[src/rtl/updown_mod_counter.sv]
// updown_mod_counter: parametrised loadable up/down modulo counter
// with wrap, saturate and one-shot modes plus registered status flags.
module updown_mod_counter #(
  parameter int WIDTH   = 4,
  parameter int MAX_VAL = 2**WIDTH-1
) (
  input  logic             clk,
  input  logic             reset,
  input  logic             en_i,
  input  logic             up_i,
  input  logic             load_i,
  input  logic [WIDTH-1:0] load_val_i,
  input  logic [1:0]       mode_i,
  input  logic             clr_flags_i,
  output logic [WIDTH-1:0] count_o,
  output logic             wrap_o,
  output logic             ovf_o,
  output logic             busy_o,
  output logic             done_o
);
  localparam logic [0:0]       S_IDLE = 1'b0;
  localparam logic [0:0]       S_RUN  = 1'b1;
  localparam logic [WIDTH-1:0] L_MAX  = WIDTH'(MAX_VAL);
  localparam logic [WIDTH-1:0] L_ONE  = WIDTH'(1);
  localparam logic [WIDTH-1:0] L_ZERO = '0;
  logic [WIDTH-1:0] r_count, w_count, w_term, w_step, w_load_val;
  logic [0:0]       r_state, w_state;
  logic             r_wrap, w_wrap, r_ovf, w_ovf_set, r_done, w_done;
  logic             w_at_term, w_sat, w_oneshot;
  assign w_term     = up_i ? L_MAX : L_ZERO;
  assign w_at_term  = r_count == w_term;
  assign w_step     = up_i ? r_count + L_ONE : r_count - L_ONE;
  assign w_load_val = load_val_i > L_MAX ? L_MAX : load_val_i;
  assign w_sat      = mode_i == 2'b01;
  assign w_oneshot  = mode_i == 2'b10;
  // Leaving one-shot mode drops the FSM to IDLE without a done pulse.
  always_comb begin
    w_count   = r_count;
    w_state   = S_IDLE;
    w_wrap    = 1'b0;
    w_done    = 1'b0;
    w_ovf_set = 1'b0;
    if (load_i) begin
      w_count = w_load_val;
      w_state = w_oneshot ? S_RUN : S_IDLE;
    end else if (w_oneshot) begin
      w_state = r_state;
      if (r_state == S_RUN && en_i) begin
        w_count = w_at_term ? r_count : w_step;
        w_done  = w_at_term || w_step == w_term;
        w_state = w_done ? S_IDLE : S_RUN;
      end
    end else if (en_i) begin
      w_count   = !w_at_term ? w_step : w_sat ? r_count : (up_i ? L_ZERO : L_MAX);
      w_wrap    = w_at_term && !w_sat;
      w_ovf_set = w_at_term;
    end
  end
  always_ff @(posedge clk or posedge reset) begin
    if (reset) begin
      r_count <= L_ZERO;
      r_state <= S_IDLE;
      r_wrap  <= 1'b0;
      r_done  <= 1'b0;
      r_ovf   <= 1'b0;
    end else begin
      r_count <= w_count;
      r_state <= w_state;
      r_wrap  <= w_wrap;
      r_done  <= w_done;
      r_ovf   <= w_ovf_set | (r_ovf & ~clr_flags_i);
    end
  end
  assign count_o = r_count;
  assign wrap_o  = r_wrap;
  assign ovf_o   = r_ovf;
  assign busy_o  = r_state == S_RUN;
  assign done_o  = r_done;
endmodule

[config.mk]
export PLATFORM = sky130hd
export DESIGN_NAME = updown_mod_counter
export DESIGN_NICKNAME = d
export VERILOG_FILES = /design/src/rtl/updown_mod_counter.sv
export SDC_FILE = /design/constraint.sdc
export NUM_CORES = 1
export LEC_CHECK = 0
export ABC_AREA = 1
export CORE_ASPECT_RATIO = 0.7
export CORE_MARGIN = 1
export CORE_UTILIZATION = 35
export CTS_CLUSTER_SIZE = 10
export DETAILED_ROUTE_END_ITERATION = 16
export GPL_ROUTABILITY_DRIVEN = 0
export HOLD_SLACK_MARGIN = 0.03
export MAX_ROUTING_LAYER = met4
export SYNTH_ARGS = -nofsm -noshare
export SYNTH_HDL_FRONTEND = slang
export SYNTH_SLANG_ARGS = --single-unit
[constraint.sdc]
create_clock -name clk -period 3 [get_ports clk]
set_input_delay 0.6 -clock clk [delete_from_list [all_inputs] [get_ports clk]]
set_output_delay 0.6 -clock clk [all_outputs]
set_load 0.05 [all_outputs]
==> impl_results.md, run 1 <==
* Worst path required time at 3.15 ns
* Layout cells sized above 1 at 10.8%
* Yosys cell types at 18
* Setup crit end kind: flop
* First-pass GRT wire length at 2630 um
* Nets at 147
* Non-Filler Instances at 151
* CP endpoint: busy_o
* Core area at 0.00168 mm2
* Initial core utilization at 39.5%
* GRT overflow at 0
* Worst-margin pin slew at 0.502 ns
* FF-to-FF setup slack at 1.21 ns
* CTS sink count at 8
* Vias at 717
* Crit Path Class: in2reg
* Clock root cell: clkbuf_4
* Final WL at 1590 um
* Bufs on Longest Clock Path at 2
* Yosys warning count at 0
* Worst-path clk slew at 0.05 ns
* Status: finished clean
* Area contributors post-synth: dfrtp_1 30%, nand2_1 21%, nand3_1 11%, inv_1 7.3%, nor2_1 6.8%
* Worst r2r src: count_o[0]
* Vias per inst at 4.75
* Pwr dens at 614 mW/mm2
* # fillers at 157
* Reg area at 200 um2
* Mapped Area at 664 um2
* GRT Total Usage at 19.5%
* ANT cells at 0
* Leak Pwr at 0.490 nW
* Pin count of the biggest net entering global routing at 11
* Hold_buf cts at 0
* Post-synth top flop: dfrtp_1
* Final Setup Violations at 0
* Sequential share of the synthesized area at 30.1%
* Wire per inst at 10.5 um
* Unrepaired setup endpoints after global routing: no
* Syn nets at 123
* Post-CTS resize count at 0
* Multi-input gate area at 397 um2
* 1st-iter DRT viols at 15
* Fin worst setup slack at 0.574 ns
* Setup TNS at 0 ns
* Worst skew pair latency at 0.26 ns
* Dpl hpwl at 1330 um
* Die Area at 0.00208 mm2
* Ys async rst share at 100%
* Peak VDD IR at 0.000340 V
* I/O pin count at 20
* Number of global-route vias before repair at 600
* Data arrival, critical path at 2.57 ns
* Port bufs at 19
* Crit path launch: up_i
* Top-count cell post-synth: nand2_1
* Htree depth at 1
* Die Height at 38.5 um
* Total Power at 555 uW
* Avg Cell Area, Syn at 6.15 um2
* Total CTS buffers at 3
* Hold Fails Final Rpt at 0
* Post-synth top area share at 30.1%
* Rows at 12
* Slew Viols, Final at 0
* Hold Path Class: reg2reg
* Initial antenna violation count at 0
* Place WS at 0.315 ns
* Startpoint Class: input pin
* Die width at 54.1 um
* Reg2Reg Depth at 11
* Synth Register Bits at 8
* Post-synth top area cell: dfrtp_1
* DRC errors left at 0
* Synth Instances at 108
* Placed Instances at 148
* # Max-Cap Violations at 0
* ANT nets after route at 0
* DRT Pass-1 Iters at 4
* Reg2reg end: busy_o
* Slew HR at 66.4%
* Worst Skew at 0.00261 ns
* Max Clk Rate at 412 MHz
* CTS tree: built
* Part of the cycle the worst path needs at 80.9%
* Synth top cells by count: 38 x nand2_1, 14 x nand3_1, 13 x inv_1
* Number of synthesized flops with an enable pin at 0
* Total setup buffers inserted after CTS at 0
* Maximum fanout along the worst path at 8
* Tmin final at 2.43 ns
* Area grow syn2layout at 36.0%
## cell type report
| cell class | instances | area share, % |
|---|---|---|
| multi-input cells | 82 | 43.9 |
| flip-flops and latches | 8 | 22.2 |
| repair buffers | 19 | 21.1 |
| clock buffers | 3 | 2.49 |
| well taps | 21 | 2.91 |
| inverters | 18 | 7.48 |
## routing by layer
layer	vias to the layer above	share of wire (%)	GRT usage (%)
met4	0	1.9	7.69
met3	5	3.8	5.95
met1	316	55	27.5
met5	-	0	-
li1	378	-	-
met2	18	40	25.3
## sequential cells by signal, indices dropped and copies added, names as in the netlist
name and cells:
ovf_o 1, count_o 4, done_o 1, busy_o 1
wrap_o 1
## cells by family after synthesis
family | share of synthesized area [%]
DFF | 30.1
buffers and inverters | 10.2
AOI/OAI and AO/OA | 4.52
and+or+nand+nor | 47.1
adders and majority gates | 6.78
xor gates and xnor gates | 1.32
## worst max-delay path: stages
cell and delay [ns]:
clkdlybuf4s50_1 0.61, inv_2 0.13, ha_1 0.39, a21oi_1 0.25, nand2_1 0.10, nand2_1 0.09, nand3_1 0.07, nand2_1 0.06
nand2_1 0.04, nand2_1 0.08, nand2_1 0.05, nand2_1 0.05, nand2_1 0.05
## cell usage in the layout (no fill, tap or decap), drive strengths merged
cell type      count
nor2              14
inv               17
and3               1
or2                3
xnor2              1
o21ai              2
fa                 1
clkdlybuf4s50     19
clkinv             1
a21oi              4
nand3             14
nand2             40
clkbuf             3
ha                 2
dfrtp              8
## where the power goes
part           switching, mW  internal [mW]  total [mW]
Sequential            0.0236          0.126       0.150
Clock                 0.0374         0.0458      0.0832
Combinational          0.204          0.118       0.322
## through the flow
step	utilization [%]	cell area [um2]	hold WS, ns
6_report	53.7	903	0.532
5_1_grt	53.7	903	0.573
4_1_cts	53.7	903	0.538
3_5_place_dp	52.4	881	0.531
3_3_place_gp	52.4	881	0.506
2_1_floorplan	-	664	0.416
## how the worst min path moves through the flow
stage	endpoint	startpoint	cells after the start
floorplan	busy_o	reset	1
global placement	busy_o	busy_o	2
detailed placement	ovf_o	ovf_o	2
CTS	ovf_o	ovf_o	2
global route	busy_o	busy_o	2
finish	ovf_o	ovf_o	2
Note: power is estimated with default switching activity, not from simulation.
==> run 2, diff against run 1 <==
==> constraint.sdc (replaced) <==
create_clock -name clk -period 2.05 [get_ports clk]
set_input_delay 0.41 -clock clk [delete_from_list [all_inputs] [get_ports clk]]
set_output_delay 0.41 -clock clk [all_outputs]
set_load 0.05 [all_outputs]
==> run 2 against run 1 <==
Critical path depth is 12 lower. Largest power group unchanged. Combinational power is 74% higher. Cell area is 11% higher. Critical path type is now reg2out. Register-to-register slack worse by 0.87 ns.
==> impl_results.md, run 2 (synthesis gave the netlist of run 1 again) <==
* Place WS at -0.193 ns (-0.508 ns)
* Bufs on Longest Clock Path at 2 (unchanged)
* Htree depth at 1 (unchanged)
* Pwr dens at 896 mW/mm2 (+46%)
* Unrepaired setup endpoints after global routing: no
* Commonest non-fill, non-tap cell in the layout: nand2_1
* Hold Worst Slack at 0.401 ns (-0.131 ns)
* DP Area at 938 um2 (+6.5%)
* Die Height at 38.5 um (unchanged)
* Hold Fails Final Rpt at 0 (unchanged)
* Die Area at 0.00208 mm2 (unchanged)
* Final Setup Violations at 0 (unchanged)
* Tmin final at 1.93 ns
* Switching Fraction at 46.1% (-1.7 points)
* Nets at 155 (+5.4%)
* Post-route cell area at 998 um2 (+11%)
* Status: finished clean
* Worst Skew at 0.00421 ns (+0.00160 ns)
* Critical Path Max Stage Delay at 0.84 ns (+0.23 ns)
* Combinational share of power at 62.7% (+4.7 points)
* Crit-path slowest cell: clkdlybuf4s50_1
* Reg2Reg Depth at 11 (unchanged)
* Number of flip-flops under the largest register name at 4 (unchanged)
* Reg2reg end: busy_o
* Startpoint Class: flop
* DRT Pass-1 Iters at 4 (unchanged)
* Setup crit end kind: output port
* Worst path required time at 1.64 ns (-1.51 ns)
* ANT cells at 0 (unchanged)
* First-pass GRT wire length at 2700 um (+2.9%)
* Vias per inst at 4.56 (-4.0%)
* Fin worst setup slack at 0.122 ns (-0.452 ns)
* GRT Total Usage at 19.8% (+0.28 points)
* Worst skew pair latency at 0.25 ns (about the same)
* Clock root cell: clkbuf_4
* Dpl hpwl at 1360 um (+2.3%)
* Hold Path Class: in2async
* Rows at 12 (unchanged)
* Most frequent cells in the layout: 38 x nand2_1, 17 x clkdlybuf4s50_1, 14 x nand3_1
* Pin count of the biggest net entering global routing at 9 (-2)
* # Max-Cap Violations at 0 (unchanged)
* Vias at 725 (+1.1%)
* CTS sink count at 8 (unchanged)
* Post-CTS resize count at 0 (unchanged)
* Initial antenna violation count at 0 (unchanged)
* Slew Viols, Final at 0 (unchanged)
* Area grow syn2layout at 50.3%
* Hold_buf cts at 0 (unchanged)
* Wire per inst at 10.7 um (+1.5%)
* Total CTS buffers at 3 (unchanged)
* Worst-path clk slew at 0.05 ns (about the same)
* Worst r2r src: count_o[1]
* Slew HR at 66.1% (-0.34 points)
* Final WL at 1700 um (+6.8%)
* Total setup buffers inserted after CTS at 0 (unchanged)
* Clock share of power at 13.0% (-2.0 points)
* Data arrival, critical path at 1.52 ns (-1.05 ns)
* Portion of total power attributed to sequential cells at 24.3% (-2.7 points)
* Initial core utilization at 39.5% (unchanged)
* Die width at 54.1 um (unchanged)
* DRC errors left at 0 (unchanged)
* Crit Path Class: reg2out
* FF-to-FF setup slack at 0.34 ns (-0.87 ns)
* Leak Pwr at 0.547 nW (+12%)
* Pint at 483 uW (+67%)
* Part of the cycle the worst path needs at 94.0%
* CP cell instances: clkdlybuf4s50_1
* Layout cells sized above 1 at 19.6% (+8.8 points)
* GRT overflow at 0 (unchanged)
* Port bufs at 19 (unchanged)
* I/O pin count at 20 (unchanged)
* Final Core Density at 59.4% (+5.7 points)
* ANT nets after route at 0 (unchanged)
* CTS tree: built
* Number of global-route vias before repair at 607 (+1.2%)
* Crit path max-delay family: buffers and inverters
* Core area at 0.00168 mm2 (unchanged)
* Worst-margin pin slew at 0.508 ns (+0.00515 ns)
* 1st-iter DRT viols at 27 (+12)
* Maximum fanout along the worst path at 3 (-5)
* Psw at 412 uW (+55%)
* Buf/Inv on CP at 1 (-1)
* Max Clk Rate at 519 MHz
* Peak VDD IR at 0.000547 V (+61%)
-- run 2: power groups by stage --
stage / registers [mW] / clock network (mW) / logic, mW
after floorplan: 0.305 / 0 / 0.246
after global placement: 0.214 / 0 / 0.517
after detailed placement: 0.216 / 0 / 0.517
after CTS: 0.214 / 0.120 / 0.518
after global routing: 0.220 / 0.130 / 0.629
final: 0.217 / 0.116 / 0.561
-- run 2: cell type report --
| class | count | area (um2) |
|---|---|---|
| clock buffer | 3 | 22.5 |
| fill | 166 | 683 |
| inverter | 18 | 67.6 |
| multi-input combinational | 82 | 428 |
| sequential | 8 | 200 |
| tap | 21 | 26.3 |
| timing repair buffer | 27 | 254 |
-- run 2: per-layer routing --
layer	global-route usage, %	part of all wire, %
met1	30.2	57
met2	24.7	38
met3	5.95	4.2
met4	3.85	0
met5	-	0
-- run 2: worst reg2reg max path, stage by stage (launching register included) --
cell and delay [ns]:
dfrtp_1 0.41, inv_1 0.11, fa_2 0.43, xnor2_2 0.16
nor2_1 0.10, nand3_1 0.08, nand2_1 0.06, nand2_1 0.05
nand2_1 0.07, nand2_1 0.05, nand2_1 0.05, nand2_1 0.04
-- run 2: per-stage QoR --
stage / total power, mW / TNS, ns / cells
final: 0.895 / 0 / 159
after global placement: 0.731 / -1.03 / 156
after detailed placement: 0.733 / -1.02 / 156
after floorplan: 0.551 / 0 / 108
after global routing: 0.979 / 0 / 159
after CTS: 0.852 / 0 / 159
-- run 2: worst max-delay path by stage --
stage | cells after the start | start | to | slack, ns
finish | 1 | count_o[2] | count_o[2] | 0.12
floorplan | 11 | count_o[0] | busy_o | 0.12
CTS | 10 | up_i | done_o | 0.06
detailed placement | 10 | up_i | done_o | -0.19
global placement | 10 | up_i | done_o | -0.20
global route | 1 | count_o[2] | count_o[2] | 0.07
==> RTL edit, RTL diff (flow settings as in run 2) <==
Register the output `ovf_o` once more, cleared by the reset; this adds one clock of latency there. The other outputs are not delayed to match.
--- a/src/rtl/updown_mod_counter.sv
+++ b/src/rtl/updown_mod_counter.sv
@@ -73,7 +73,13 @@
   end
   assign count_o = r_count;
   assign wrap_o  = r_wrap;
-  assign ovf_o   = r_ovf;
+  always_ff @(posedge clk or posedge reset) begin
+    if (reset) begin
+      ovf_o <= '0;
+    end else begin
+      ovf_o <= r_ovf;
+    end
+  end
   assign busy_o  = r_state == S_RUN;
   assign done_o  = r_done;
 endmodule
Formal check against the unedited RTL: not equivalent (a bounded check fails within 4 cycles, from zero or initial values and one cycle with reset high).
==> RTL edit against run 2 <==
Non-clock buffer count is 1 lower; synthesized area grew 3.8%; setup slack lost 0.0059 ns; clock power up 22%; sequential cell count grew 1; combinational power shrank 5.7%; cell area increased by 0.88%; count of clock-buffer cells in the layout grew 1; maximum frequency is 0.31% lower; total power increased by 1.5%; wire length grew 7.9%; via count grew 4.8%; highest routed layer unchanged.
==> RTL edit: results <==
group,metric,value,unit
status,status,"finished clean",
final_layout,post_route_cells_drive_above_1_share,0.180,
drt,met3WireLength,66,um
drt,drt-pass1-iter-count,4,
setup_path,cp.arrival,1.52,ns
worst_hold_path,hold_path.class,"flop to flop",
setup_path,max_stage_delay,0.84,ns
synth,synth.top_cells.by_count,"nand2_1, nand3_1, inv_1, nor2_1, dfrtp_1",
grt,grt_max_degree,10,
synth,yosys_warnings,0,
drt,vias,760,
placement,place_area,957,um2
placement,placement.io_buffers,19,
setup_path,cp_slowest_cell,"clkdlybuf4s50_1",
drt,met2WireLength,766,um
pwr,power_leakage,0.541,nW
grt,grt_use_total,0.206,
synth,synth-async-reset-ratio,1.00,
drt,vias_per_cell,4.72,
setup_path,cp_max_fo,3,
clock_tree,cts_made_buffers,3,
clock_tree,cts.clk_slew.worst_paths,0.06,ns
final_layout,largest_reg_flops,4,
placement,place_ws,-0.231,ns
clock_tree,root_buffer,"clkbuf_4",
pwr,ir_drop,0.477,mV
clock_tree,cts.path.max_buffers,2,
synth,syn_avg_cell_area,6.32,um2
synth,synth_ff_type,"dfrtp_1",
synth,synth.distinct_cells,18,
drt,top_layer_used,"met3",
grt,antenna_found_initial,0,
drt,first_iter_violations,20,
synth,synthesis.nets,124,
grt,grt_pass1_wl,2.91,mm
drt,wl_per_cell,11.4,um
setup_path,cpLargestDelayFamily,"buffers and inverters",
grt,grt_pass1_vias,658,
clock_tree,post_cts_buffers,0,
final_layout,num_antenna_cells,0,
timing,tightest_slew,0.507,ns
synth,synth-seq-area-share,0.327,
clock_tree,clk_latency,0.26,ns
timing,setup_slack,0.116,ns
synth,synth_area_leaders,"dfrtp_1, nand2_1, nand3_1",
final_layout,design_area,1010,um2
timing,clock_skew,0.00258,ns
final_layout,fillers,190,
drt,routedLengthMet1,1.00,mm
placement,place_hpwl,1.49,mm
==> RTL edit: cell types whose count changed after synthesis <==
cell / delta
dfrtp_1: +1
==> RTL edit: per-layer routing <==
metal,vias up,GRT usage
met5,-,-
met4,0,0.0438
met3,0,0.0588
met2,23,0.283
met1,339,0.295
li1,398,-
==> RTL edit: final timing paths <==
check | startpoint | endpoint | slack [ns] | cells after the start
worst min register to register | r_ovf | ovf_o | 0.38 | 0
worst min-delay path | r_ovf | ovf_o | 0.38 | 0
worst max-delay path | count_o[2] | count_o[2] | 0.12 | 1
worst max register to register | count_o[1] | busy_o | 0.36 | 11
min in group asynchronous | reset | count_o[0] | 0.42 | 2
max in group asynchronous | reset | busy_o | 1.37 | 2
==> RTL edit: layout make-up <==
type,count,share of cell area
clock buffer,4,0.0261
inverter,18,0.0671
multi-input combinational,82,0.417
sequential,9,0.224
tap,22,0.0273
timing repair buffer,26,0.239
==> RTL edit: cell families (layout without fill, tap and decap cells) <==
group,count (synthesis),count (layout),synth area share
compound gates,6,6,0.0435
fa+ha+maj,3,3,0.0653
simple gates,72,72,0.454
flops,9,9,0.327
buf+inv,18,48,0.0980
xor+xnor,1,1,0.0127
==> RTL edit: worst reg2reg max path, cell delays in order, from the launching register on <==
cell and delay, ns:
dfrtp_1 0.42, inv_1 0.09, fa_2 0.41, xnor2_1 0.16, nor2_1 0.09, nand3_1 0.08, nand2_1 0.06, nand2_1 0.04
nand2_1 0.06, nand2_1 0.05, nand2_1 0.06, nand2_1 0.05
==> RTL edit: where the power goes <==
| part | switching [mW] | internal, mW |
|---|---|---|
| Clock | 0.0664 | 0.0753 |
| Sequential | 0.0325 | 0.205 |
| Combinational | 0.323 | 0.206 |
| Total | 0.422 | 0.486 |
==> RTL edit: repair_timing <==
| action | in CTS | in global routing |
|---|---|---|
| hold buffers | 0 | 0 |
| endpoints found under the hold margin | 0 | 0 |
| gates resized for setup | 0 | 4 |
| setup endpoints to repair | 0 | 5 |
==> RTL edit: stage by stage <==
stage	hold slack, ns	TNS (ns)	total power, mW
4_1_cts	0.381	0	0.887
5_1_grt	0.399	0	0.978
3_5_place_dp	0.367	-1.20	0.744
6_report	0.385	0	0.908
2_1_floorplan	0.238	0	0.573
3_3_place_gp	0.360	-0.933	0.733
